`src/rtl/uart_pkg.sv`:
```
// Shared UART definitions: 8N1 frame constants, receiver FSM state codes and
// baud-divisor helpers used by the receiver and, later, the transmitter.
package uart_pkg;

   localparam int DATA_BITS = 8;
   localparam int STOP_BITS = 1;

   typedef logic [2:0] state_t;

   localparam state_t ST_IDLE      = 3'd0;
   localparam state_t ST_START     = 3'd1;
   localparam state_t ST_DATA      = 3'd2;
   localparam state_t ST_STOP      = 3'd3;
   localparam state_t ST_WAIT_HIGH = 3'd4;

   // Whole clock cycles per bit; callers must keep the result >= 4.
   function automatic int calc_divisor(input int clock_freq, input int baud_rate);
      return clock_freq / baud_rate;
   endfunction

   function automatic int calc_half(input int divisor);
      return divisor / 2;
   endfunction

   function automatic int frame_cycles(input int divisor);
      return divisor * (1 + DATA_BITS + STOP_BITS);
   endfunction

endpackage

```
`src/rtl/sync_2ff.sv`:
```
// Two-flop synchronizer for asynchronous inputs, with a parameterised reset
// value so an idle-high line does not look like activity coming out of reset.
module sync_2ff #(
   parameter int               WIDTH     = 1,
   parameter logic [WIDTH-1:0] RESET_VAL = {WIDTH{1'b1}}
) (
   input  logic             clk,
   input  logic             rst_n,
   input  logic [WIDTH-1:0] d,
   output logic [WIDTH-1:0] q
);

   logic [WIDTH-1:0] meta_q, meta_d;
   logic [WIDTH-1:0] sync_q, sync_d;

   always_comb begin
      meta_d = d;
      sync_d = meta_q;
   end

   // NOTE: non-blocking assignments make both stages sample their pre-edge values, so the chain really is two flops deep.
   always_ff @(posedge clk or negedge rst_n) begin
      if (!rst_n) begin
         meta_q <= RESET_VAL;
         sync_q <= RESET_VAL;
      end else begin
         meta_q <= meta_d;
         sync_q <= sync_d;
      end
   end

   assign q = sync_q;

endmodule

```
`src/rtl/uart_rx.sv`:
```
// 8N1 UART receiver: synchronises the line, samples each bit mid-period and
// hands bytes over through a one-entry valid/ready holding register.
module uart_rx
   import uart_pkg::*;
#(
   parameter int CLOCK_FREQ = 100_000_000,
   parameter int BAUD_RATE  = 115_200
) (
   input  logic       clock,
   input  logic       reset,
   input  logic       io_rx,
   output logic [7:0] io_rx_bits,
   output logic       io_rx_valid,
   input  logic       io_rx_ready,
   output logic       io_framing_error,
   output logic       io_overrun,
   output logic       io_busy
);

   localparam int DIVISOR = calc_divisor(CLOCK_FREQ, BAUD_RATE);
   localparam int HALF    = calc_half(DIVISOR);
   localparam int CNT_W   = $clog2(DIVISOR);

   localparam logic [CNT_W-1:0] CNT_HALF_LAST = CNT_W'(HALF - 1);
   localparam logic [CNT_W-1:0] CNT_BIT_LAST  = CNT_W'(DIVISOR - 1);
   localparam logic [2:0]       LAST_BIT_IDX  = 3'(DATA_BITS - 1);

   logic rx_s;

   state_t               state_q, state_d;
   logic [CNT_W-1:0]     cnt_q, cnt_d;
   logic [2:0]           bit_idx_q, bit_idx_d;
   logic [DATA_BITS-1:0] shift_q, shift_d;

   logic [7:0] bits_q, bits_d;
   logic       valid_q, valid_d;
   logic       framing_error_q, framing_error_d;
   logic       overrun_q, overrun_d;

   logic       byte_done;
   logic       stop_bad;

   sync_2ff #(
      .WIDTH     (1),
      .RESET_VAL (1'b1)
   ) u_rx_sync (
      .clk   (clock),
      .rst_n (reset),
      .d     (io_rx),
      .q     (rx_s)
   );

   // NOTE: every signal written here gets a default first, so no path leaves a value unassigned and no latch is inferred.
   always_comb begin
      state_d   = state_q;
      cnt_d     = cnt_q;
      bit_idx_d = bit_idx_q;
      shift_d   = shift_q;
      byte_done = 1'b0;
      stop_bad  = 1'b0;

      case (state_q)
         ST_IDLE: begin
            if (!rx_s) begin
               state_d = ST_START;
               cnt_d   = '0;
            end
         end

         // A start bit must still be low half a bit later, otherwise it was a glitch.
         ST_START: begin
            if (cnt_q == CNT_HALF_LAST) begin
               if (rx_s) begin
                  state_d = ST_IDLE;
               end else begin
                  state_d   = ST_DATA;
                  cnt_d     = '0;
                  bit_idx_d = '0;
               end
            end else begin
               cnt_d = cnt_q + 1'b1;
            end
         end

         ST_DATA: begin
            if (cnt_q == CNT_BIT_LAST) begin
               shift_d[bit_idx_q] = rx_s;
               cnt_d              = '0;
               if (bit_idx_q == LAST_BIT_IDX) begin
                  state_d = ST_STOP;
               end else begin
                  bit_idx_d = bit_idx_q + 3'd1;
               end
            end else begin
               cnt_d = cnt_q + 1'b1;
            end
         end

         ST_STOP: begin
            if (cnt_q == CNT_BIT_LAST) begin
               cnt_d = '0;
               if (rx_s) begin
                  byte_done = 1'b1;
                  state_d   = ST_IDLE;
               end else begin
                  stop_bad = 1'b1;
                  state_d  = ST_WAIT_HIGH;
               end
            end else begin
               cnt_d = cnt_q + 1'b1;
            end
         end

         // A held-low line (break) must return high before another frame can start.
         ST_WAIT_HIGH: begin
            if (rx_s) begin
               state_d = ST_IDLE;
            end
         end

         default: begin
            state_d = ST_IDLE;
            cnt_d   = '0;
         end
      endcase
   end

   always_comb begin
      bits_d          = bits_q;
      valid_d         = valid_q;
      framing_error_d = stop_bad;
      overrun_d       = 1'b0;

      if (valid_q && io_rx_ready) begin
         valid_d = 1'b0;
      end

      // A consumer taking the old byte this cycle frees the slot for the new one.
      if (byte_done) begin
         if (!valid_q || io_rx_ready) begin
            bits_d  = shift_q;
            valid_d = 1'b1;
         end else begin
            overrun_d = 1'b1;
         end
      end
   end

   // NOTE: the shift register and holding register are reset as well, so io_rx_bits reads 0 from reset rather than X.
   always_ff @(posedge clock or negedge reset) begin
      if (!reset) begin
         state_q         <= ST_IDLE;
         cnt_q           <= '0;
         bit_idx_q       <= '0;
         shift_q         <= '0;
         bits_q          <= '0;
         valid_q         <= 1'b0;
         framing_error_q <= 1'b0;
         overrun_q       <= 1'b0;
      end else begin
         state_q         <= state_d;
         cnt_q           <= cnt_d;
         bit_idx_q       <= bit_idx_d;
         shift_q         <= shift_d;
         bits_q          <= bits_d;
         valid_q         <= valid_d;
         framing_error_q <= framing_error_d;
         overrun_q       <= overrun_d;
      end
   end

   assign io_rx_bits       = bits_q;
   assign io_rx_valid      = valid_q;
   assign io_framing_error = framing_error_q;
   assign io_overrun       = overrun_q;
   assign io_busy          = (state_q != ST_IDLE);

endmodule

```
`config.mk`:
```
export PLATFORM = sky130hd
export DESIGN_NAME = uart_rx
export DESIGN_NICKNAME = d
export VERILOG_FILES = /design/src/rtl/uart_pkg.sv /design/src/rtl/sync_2ff.sv /design/src/rtl/uart_rx.sv
export SDC_FILE = /design/constraint.sdc
export NUM_CORES = 1
export LEC_CHECK = 0
export BUFFER_PORTS_ARGS = -buffer_cell sky130_fd_sc_hd__buf_4
export CAP_MARGIN = 20
export CORE_ASPECT_RATIO = 0.75
export CORE_MARGIN = 2
export CORE_UTILIZATION = 58
export DETAILED_ROUTE_END_ITERATION = 8
export PLACE_DENSITY = 0.75
export SLEW_MARGIN = 5
export SYNTH_ARGS = -nofsm -noshare
export SYNTH_HDL_FRONTEND = slang
export SYNTH_SLANG_ARGS = --single-unit
```
`constraint.sdc`:
```
create_clock -name clock -period 2.5 [get_ports clock]
set_input_delay 0 -clock clock [delete_from_list [all_inputs] [get_ports clock]]
set_output_delay 0 -clock clock [all_outputs]
set_load 0.1 [all_outputs]
```
==> results of run 1 <==
[state kept, by name (all words and copies together) (netlist names)]
name              flops
io_rx_valid           1
io_overrun            1
u_rx_sync.q           1
bit_idx_q             3
state_q               3
u_rx_sync.meta_q      1
io_framing_error      1
io_rx_bits            8
shift_q               8
cnt_q                10
[cell usage after synthesis (2+ instances only)]
master | instances | area share
sky130_fd_sc_hd__a21oi_1 | 2 | 0.0052
sky130_fd_sc_hd__and2_1 | 3 | 0.0098
sky130_fd_sc_hd__clkbuf_1 | 8 | 0.016
sky130_fd_sc_hd__dfrtp_1 | 35 | 0.46
sky130_fd_sc_hd__dfstp_2 | 2 | 0.027
sky130_fd_sc_hd__ha_1 | 4 | 0.026
sky130_fd_sc_hd__inv_1 | 5 | 0.0098
sky130_fd_sc_hd__mux2_1 | 16 | 0.094
sky130_fd_sc_hd__mux2i_1 | 3 | 0.016
sky130_fd_sc_hd__nand2_1 | 13 | 0.025
sky130_fd_sc_hd__nand2b_1 | 3 | 0.0098
sky130_fd_sc_hd__nand3_1 | 7 | 0.018
sky130_fd_sc_hd__nand3b_1 | 2 | 0.0078
sky130_fd_sc_hd__nand4_1 | 3 | 0.0098
sky130_fd_sc_hd__nand4b_1 | 3 | 0.014
sky130_fd_sc_hd__nor2_1 | 12 | 0.023
sky130_fd_sc_hd__nor3_1 | 4 | 0.010
sky130_fd_sc_hd__nor3b_1 | 2 | 0.0078
sky130_fd_sc_hd__nor4_1 | 3 | 0.0098
sky130_fd_sc_hd__nor4b_2 | 2 | 0.016
sky130_fd_sc_hd__o21a_1 | 2 | 0.0078
sky130_fd_sc_hd__o21ai_0 | 13 | 0.034
sky130_fd_sc_hd__o21ai_1 | 3 | 0.0078
sky130_fd_sc_hd__o22ai_1 | 6 | 0.020
sky130_fd_sc_hd__o31a_1 | 5 | 0.023
sky130_fd_sc_hd__or3b_2 | 2 | 0.0091
[kinds of logic after synthesis]
kind of cell | after synthesis
compound gates | 36
flops | 37
simple gates | 67
xor+xnor | 1
mux | 20
fa+ha+maj | 4
buf+inv | 14
[report_power, final]
| group | internal (mW) | total (mW) | switching [mW] |
|---|---|---|---|
| combinational | 0.00807 | 0.0249 | 0.0169 |
| sequential | 0.601 | 0.602 | 0.000817 |
| clock | 0.196 | 0.403 | 0.207 |
[worst paths after layout]
path / startpoint / endpoint / cells after the start
setup / recovery: cnt_q[3]$_DFFE_PN0P_ / shift_q[2]$_DFFE_PN0P_ / 4
hold / removal: io_rx_ready / io_overrun$_DFF_PN0_ / 3
setup reg to reg: cnt_q[3]$_DFFE_PN0P_ / shift_q[2]$_DFFE_PN0P_ / 4
hold reg to reg: u_rx_sync.meta_q$_DFF_PN1_ / u_rx_sync.q$_DFF_PN1_ / 0
max in group asynchronous: reset / u_rx_sync.q$_DFF_PN1_ / 2
min in group asynchronous: reset / shift_q[3]$_DFFE_PN0P_ / 2
[layout make-up]
cell class | count | share of cell area
Clock buffer | 7 | 0.0353
Clock inverter | 1 | 0.00231
Inverter | 5 | 0.00868
Multi-Input combinational cell | 128 | 0.430
Sequential cell | 37 | 0.429
Tap cell | 40 | 0.0231
Timing Repair Buffer | 20 | 0.0717
[stage by stage]
| stage | area, um^2 | power (mW) |
|---|---|---|
| 6_report | 2160 | 1.03 |
| 5_1_grt | 2160 | 1.06 |
| 4_1_cts | 2160 | 1.04 |
| 3_5_place_dp | 2060 | 0.637 |
| 3_3_place_gp | 2060 | 0.636 |
| 2_1_floorplan | 1920 | 0.619 |
[worst max-delay path, cell delays in order (launching register included)]
cell	delay (ns)
sky130_fd_sc_hd__dfrtp_1	0.43
sky130_fd_sc_hd__or3b_1	0.56
sky130_fd_sc_hd__nor4_4	0.49
sky130_fd_sc_hd__nor4b_2	0.28
sky130_fd_sc_hd__mux2_1	0.34
[routing by layer]
metal  track usage  up-vias  part of all wire
met3        0.0599        9             0.068
met1         0.301      682              0.50
li1              -      699                 -
met5             0        -                 0
met4        0.0801        0             0.016
met2         0.325       45              0.41
==> impl_summary.txt, run 1 <==
----------------------------------------------------
[GRT]
  Largest net degree at the start of global routing ... 38
  GRT Overall Usage ... 0.216
  GRT Residual Overflow ... 0
  First-pass GRT wire length ... ~6200 um
  Initial antenna violation count ... 0
  Via count of the first global-routing pass ... 1348

[Job]
  Max capacitance violation total ... 0

[Worst setup path]
  Data required time of the critical path ... between 2 and 3 ns
  Register-to-register path setup slack ... 0.28 ns
  Critical Path Sink Type ... register
  Start-to-end type of the worst setup path ... register to register
  Startpoint kind of the worst setup timing path ... register
  Max FO, Critical Path ... 8
  Arrival time of data at the critical path endpoint ... between 2 and 2.5 ns

[Clock tree]
  Cell at the root of the clock tree ... sky130_fd_sc_hd__clkbuf_8
  CTS tree ... done
  Clock Sinks ... 37
  Bufs on Longest Clock Path ... 2
  Clock-pin slew reported for the worst setup and hold paths after clock tree synthesis ... 0.07 ns
  Cts-stage hold buffer count ... 2
  Latest clock arrival within the worst-skew pair ... 0.29 ns
  Post-CTS sizing ... 0
  CTS H-tree lvls ... 2
  Number of buffers inserted during clock tree synthesis ... 5
  Number of setup buffers added after CTS ... 0

[Timing]
  Final TNS setup ... 0 ns
  Worst path setup slack after routing ... around 0.28 ns
  Setup repair after global routing missed its margin ... no
  # setup viols final ... 0
  Final period util ... 0.888
  Final hold viol count ... 0
  Max Clk Rate ... 450 MHz
  Worst max-slew margin expressed relative to the limit ... 0.564
  Setup clock skew after layout ... 0.00683 ns
  Slew at the pin closest to its max-slew limit ... 0.649 ns
  Worst hold-check slack ... around 0.025 ns
  Post-layout minimum cycle time ... 2.22 ns
  Count of pins over their slew limit ... 0

[Route]
  Final wirelength ... about 3600 um
  Drt drc ... 0
  First-iteration detailed-routing DRC count ... between 80 and 90
  Vias after detailed routing ... 1435
  Detail-routed via count per cell ... 6.03
  Count of nets left with antenna violations after detail routing ... 0
  Length of the first detailed-routing pass in iterations ... 4
  Wire length per cell after detailed routing ... ~15 um

[Logic synthesis]
  Post-Synthesis Net Count ... approximately 190
  Number of instances in the synthesized netlist ... 179
  Area fraction in compound gates after synthesis ... 0.119
  Dominant combinational cell family by area after synthesis ... simple AND/OR/NAND/NOR gates
  Area share of and/or/nand/nor cells after synthesis ... 0.220
  Number of distinct standard cells referenced by the synthesized netlist ... between 40 and 50
  Post-Synth Adder-Cell Area ... 0.0261
  Area share of xor/xnor cells in the synthesized design ... 0.00457
  Cell Area, Synth ... between 0.0015 and 0.002 mm^2
  Yosys warning total ... 0
  Prevailing post-synth register cell ... sky130_fd_sc_hd__dfrtp_1
  Share of synthesized flip-flops with an asynchronous set or reset ... 1.00
  Mux share of post-synthesis cell area ... 0.115
  Fraction of the yosys area taken by sequential cells ... 0.484
  Count of flip-flops with a built-in enable after synthesis ... 0
  FF+latch count, synth ... 37
  Mean instance size in the synthesized netlist ... 10.7 um^2

[Power]
  Cell area power density ... 476 mW/mm^2
  Max rail drop VDD ... about 400 uV
  Leakage power summed over all cells ... a little over 1 nW

[Final layout]
  Area occupied by multi-input gates ... 930 um^2
  Number of nets in the final layout ... ~210
  Area added between synthesis and finish ... 12.8%
  Commonest non-fill, non-tap cells in the layout ... sky130_fd_sc_hd__dfrtp_1 (35), sky130_fd_sc_hd__buf_4 (18), sky130_fd_sc_hd__mux2_1 (16)
  Total inserted antenna cells ... 0
  Fill cell total of the finished layout ... between 200 and 300
  Fraction of layout instances using a drive strength above 1 ... 0.177
  Area of all sequential standard cells ... 928 um^2
  Finished Core Util ... 0.672
  Commonest non-fill, non-tap cell in the layout ... sky130_fd_sc_hd__dfrtp_1
  Post-Layout Cell Count ... 238

[Place]
  Number of port buffers ... 15
  Gpl congestion ... just over 0.9
  Cell count after placement ... 228
  Post-place setup slack ... approximately 0.27 ns
  HPWL Detailed ... 2530 um

[Floorplanning]
  Core region area ... 0.00322 mm^2
  Std cell rows ... 18
  Die boundary height ... approximately 54 um
  Initial cell density of the core ... 0.596
  Die outline area ... between 0.003 and 0.004 mm^2
  Number of top-level pins ... 16
  Floorplan die width ... just over 70 um

[Hold path]
  HP Class ... input pin to register

[Outcome]
  Status ... finished, final reports clean

----------------------------------------------------
Note: power is estimated with default switching activity, not from simulation.
==> run 2, diff against run 1 <==
clock period = 2.3 ns   (was 2.5 ns; I/O delays follow)
==> run 2 against run 1 <==
Against the previous run: maximum frequency increased by 4.3%; wire length increased by 7.6%; combinational power down 12%; worst hold slack improved by 0.0073 ns; final cell count grew 1.7%; count of clock-buffer cells in the layout unchanged; non-clock buffer count rose by 4; global-route usage grew 1.4 points; design area up 3.1%; register-to-register slack got worse by 0.11 ns; clock skew up 0.0011 ns; clock power is 42% higher; critical path type unchanged; largest cell class unchanged; largest power group unchanged.
==> impl_summary.txt, run 2 (synthesized netlist as in run 1, its figures left out) <==
----------------------------------------------------
[Floorplanning]
  Floorplan die width ... 70.4 um (unchanged)
  Core region area ... 0.00322 mm^2 (unchanged)
  Initial cell density of the core ... 0.596 (unchanged)
  Std cell rows ... 18 (unchanged)
  Die outline area ... 0.00379 mm^2 (unchanged)
  Die boundary height ... 53.8 um (unchanged)
  Number of top-level pins ... 16 (unchanged)

[GRT]
  First-pass GRT wire length ... 6590 um (+5.9%)
  Initial antenna violation count ... 0 (unchanged)
  Via count of the first global-routing pass ... 1444 (+7.1%)
  Grt met1 use ... 0.293 (-0.00806)
  Busiest layer in global routing ... met2
  GRT Overall Usage ... 0.230 (+0.0144)
  Met2 track demand over resource ... 0.374 (+0.0487)
  Met3 Resource Use GR ... 0.0693 (+0.00936)
  Largest net degree at the start of global routing ... 38 (unchanged)
  GRT Residual Overflow ... 0 (unchanged)

[Worst setup path]
  Arrival time of data at the critical path endpoint ... 2.29 ns (-0.10 ns)
  Data required time of the critical path ... 2.46 ns (-0.21 ns)
  Critical path cell sequence ... or3b_4 > nor4_4 > nor4b_2 > mux2_1
  Critical Path Sink Type ... register
  Cell type of the slowest stage on the worst timing path ... sky130_fd_sc_hd__or3b_4
  Startpoint kind of the worst setup timing path ... register
  Largest stage delay on the critical path ... 0.49 ns (-0.07 ns)
  Total buffers and inverters traversed by the critical path ... 0 (unchanged)
  Family with the most delay on the worst path ... simple AND/OR/NAND/NOR gates
  Start-to-end type of the worst setup path ... register to register
  Max FO, Critical Path ... 7 (-1)

[Place]
  Gpl congestion ... 0.823 (-10%)
  Number of port buffers ... 15 (unchanged)
  Total cell area at the placement stage ... 0.00208 mm^2 (+1.1%)
  HPWL Detailed ... 2710 um (+7.0%)

[Timing]
  # setup viols final ... 0 (unchanged)
  Setup repair after global routing missed its margin ... no
  Post-layout minimum cycle time ... 2.13 ns (-0.0906 ns)
  Slew at the pin closest to its max-slew limit ... 0.456 ns (-0.193 ns)
  Setup clock skew after layout ... 0.00791 ns (+0.00107 ns)
  Count of pins over their slew limit ... 0 (unchanged)
  Final TNS setup ... 0 ns (unchanged)
  Final hold viol count ... 0 (unchanged)
  Max Clk Rate ... 469 MHz (+4.3%)
  Worst max-slew margin expressed relative to the limit ... 0.696 (+0.132)
  Final period util ... 0.926 (+0.0378)

[Route]
  Vias after detailed routing ... 1492 (+4.0%)
  Final wirelength ... 3900 um (+7.6%)
  Length of the first detailed-routing pass in iterations ... 4 (unchanged)
  Wire length per cell after detailed routing ... 16.1 um (+5.8%)
  Detail-routed via count per cell ... 6.17 (+2.3%)
  Count of nets left with antenna violations after detail routing ... 0 (unchanged)
  Drt drc ... 0 (unchanged)
  First-iteration detailed-routing DRC count ... 106 (+31%)

[Final layout]
  Fin area ... 0.00223 mm^2 (+3.1%)
  Number of nets in the final layout ... 209 (+2.0%)
  Commonest non-fill, non-tap cell in the layout ... sky130_fd_sc_hd__dfrtp_1
  Largest register by flop count ... cnt_q
  Fraction of layout instances using a drive strength above 1 ... 0.203 (+0.0262)
  Area added between synthesis and finish ... 16.3%
  Total inserted antenna cells ... 0 (unchanged)
  Largest register FFs ... 10 (unchanged)
  Commonest non-fill, non-tap cells in the layout ... sky130_fd_sc_hd__dfrtp_1 (35), sky130_fd_sc_hd__buf_4 (22), sky130_fd_sc_hd__mux2_1 (16)

[Clock tree]
  Latest clock arrival within the worst-skew pair ... 0.28 ns (about the same)
  Clock-pin slew reported for the worst setup and hold paths after clock tree synthesis ... 0.07 ns (about the same)
  CTS H-tree lvls ... 2 (unchanged)
  Number of buffers inserted during clock tree synthesis ... 5 (unchanged)
  Bufs on Longest Clock Path ... 2 (unchanged)
  Clock Sinks ... 37 (unchanged)
  Cell at the root of the clock tree ... sky130_fd_sc_hd__clkbuf_8
  CTS tree ... done

[Power]
  Cell area power density ... 561 mW/mm^2 (+18%)
  Leakage power summed over all cells ... 1.07 nW (+3.8%)
  Max rail drop VDD ... 509 uV (+30%)

[Hold path]
  HP Class ... input pin to register

[Job]
  Max capacitance violation total ... 0 (unchanged)

[Outcome]
  Status ... finished, final reports clean

----------------------------------------------------
run 2: cell types whose count changed in the layout (fill, tap and decap cells not counted), sizes merged:
cell	delta
buf	+4
bufinv	+1
clkinv	-1
run 2: area by class of cell:
type,instances,area (um^2)
inverter,5,18.8
tap,40,50.0
sequential,37,928
timing repair buffer,24,185
clock inverter,1,30.0
fill,235,990
multi-input combinational,128,932
clock buffer,7,86.3
run 2: metrics by stage:
| stage | utilization | instances | hold WS (ns) | total power [mW] | setup WS [ns] |
|---|---|---|---|---|---|
| 3_3_place_gp | 0.647 | 231 | -0.0248 | 0.690 | 0.179 |
| 3_5_place_dp | 0.647 | 231 | -0.0165 | 0.691 | 0.0686 |
| 6_report | 0.693 | 242 | 0.0321 | 1.25 | 0.170 |
| 4_1_cts | 0.690 | 241 | 0.0203 | 1.27 | 0.0553 |
| 5_1_grt | 0.693 | 242 | 0.0360 | 1.30 | 0.0795 |
| 2_1_floorplan | - | 179 | -0.296 | 0.673 | 0.266 |
run 2: worst paths after layout:
kind	start	endpoint	slack, ns	cells after the start
worst max-delay path	cnt_q[3]$_DFFE_PN0P_	shift_q[4]$_DFFE_PN0P_	0.17	4
worst min-delay path	io_rx_ready	io_rx_valid$_DFF_PN0_	0.03	3
worst max register to register	cnt_q[3]$_DFFE_PN0P_	shift_q[4]$_DFFE_PN0P_	0.17	4
worst min register to register	u_rx_sync.meta_q$_DFF_PN1_	u_rx_sync.q$_DFF_PN1_	0.36	0
max in group asynchronous	reset	u_rx_sync.q$_DFF_PN1_	1.75	2
min in group asynchronous	reset	cnt_q[3]$_DFFE_PN0P_	0.21	2
run 2: tightest hold or removal path, stage by stage:
cell	delay (ns)
sky130_fd_sc_hd__buf_4	0.07
sky130_fd_sc_hd__nand2b_1	0.14
sky130_fd_sc_hd__nand2_1	0.06
run 2: repair_timing:
action	CTS	global route
gates resized for setup	0	1
endpoints found under the setup margin	0	14
setup buffers	0	1
hold buffers	2	0
hold endpoints to repair	36	0
run 2: power breakdown:
part	switching, mW	total (mW)	internal [mW]	leakage (nW)
clock network	0.218	0.571	0.353	0.0585
logic	0.0144	0.0220	0.00761	0.512
registers	0.00447	0.658	0.654	0.495
run 2: layer usage:
layer  vias up  routed length [um]
met5         -                   0
met4         0                  59
met3         9                 317
met2        60                1820
met1       715                1700
li1        708                   -
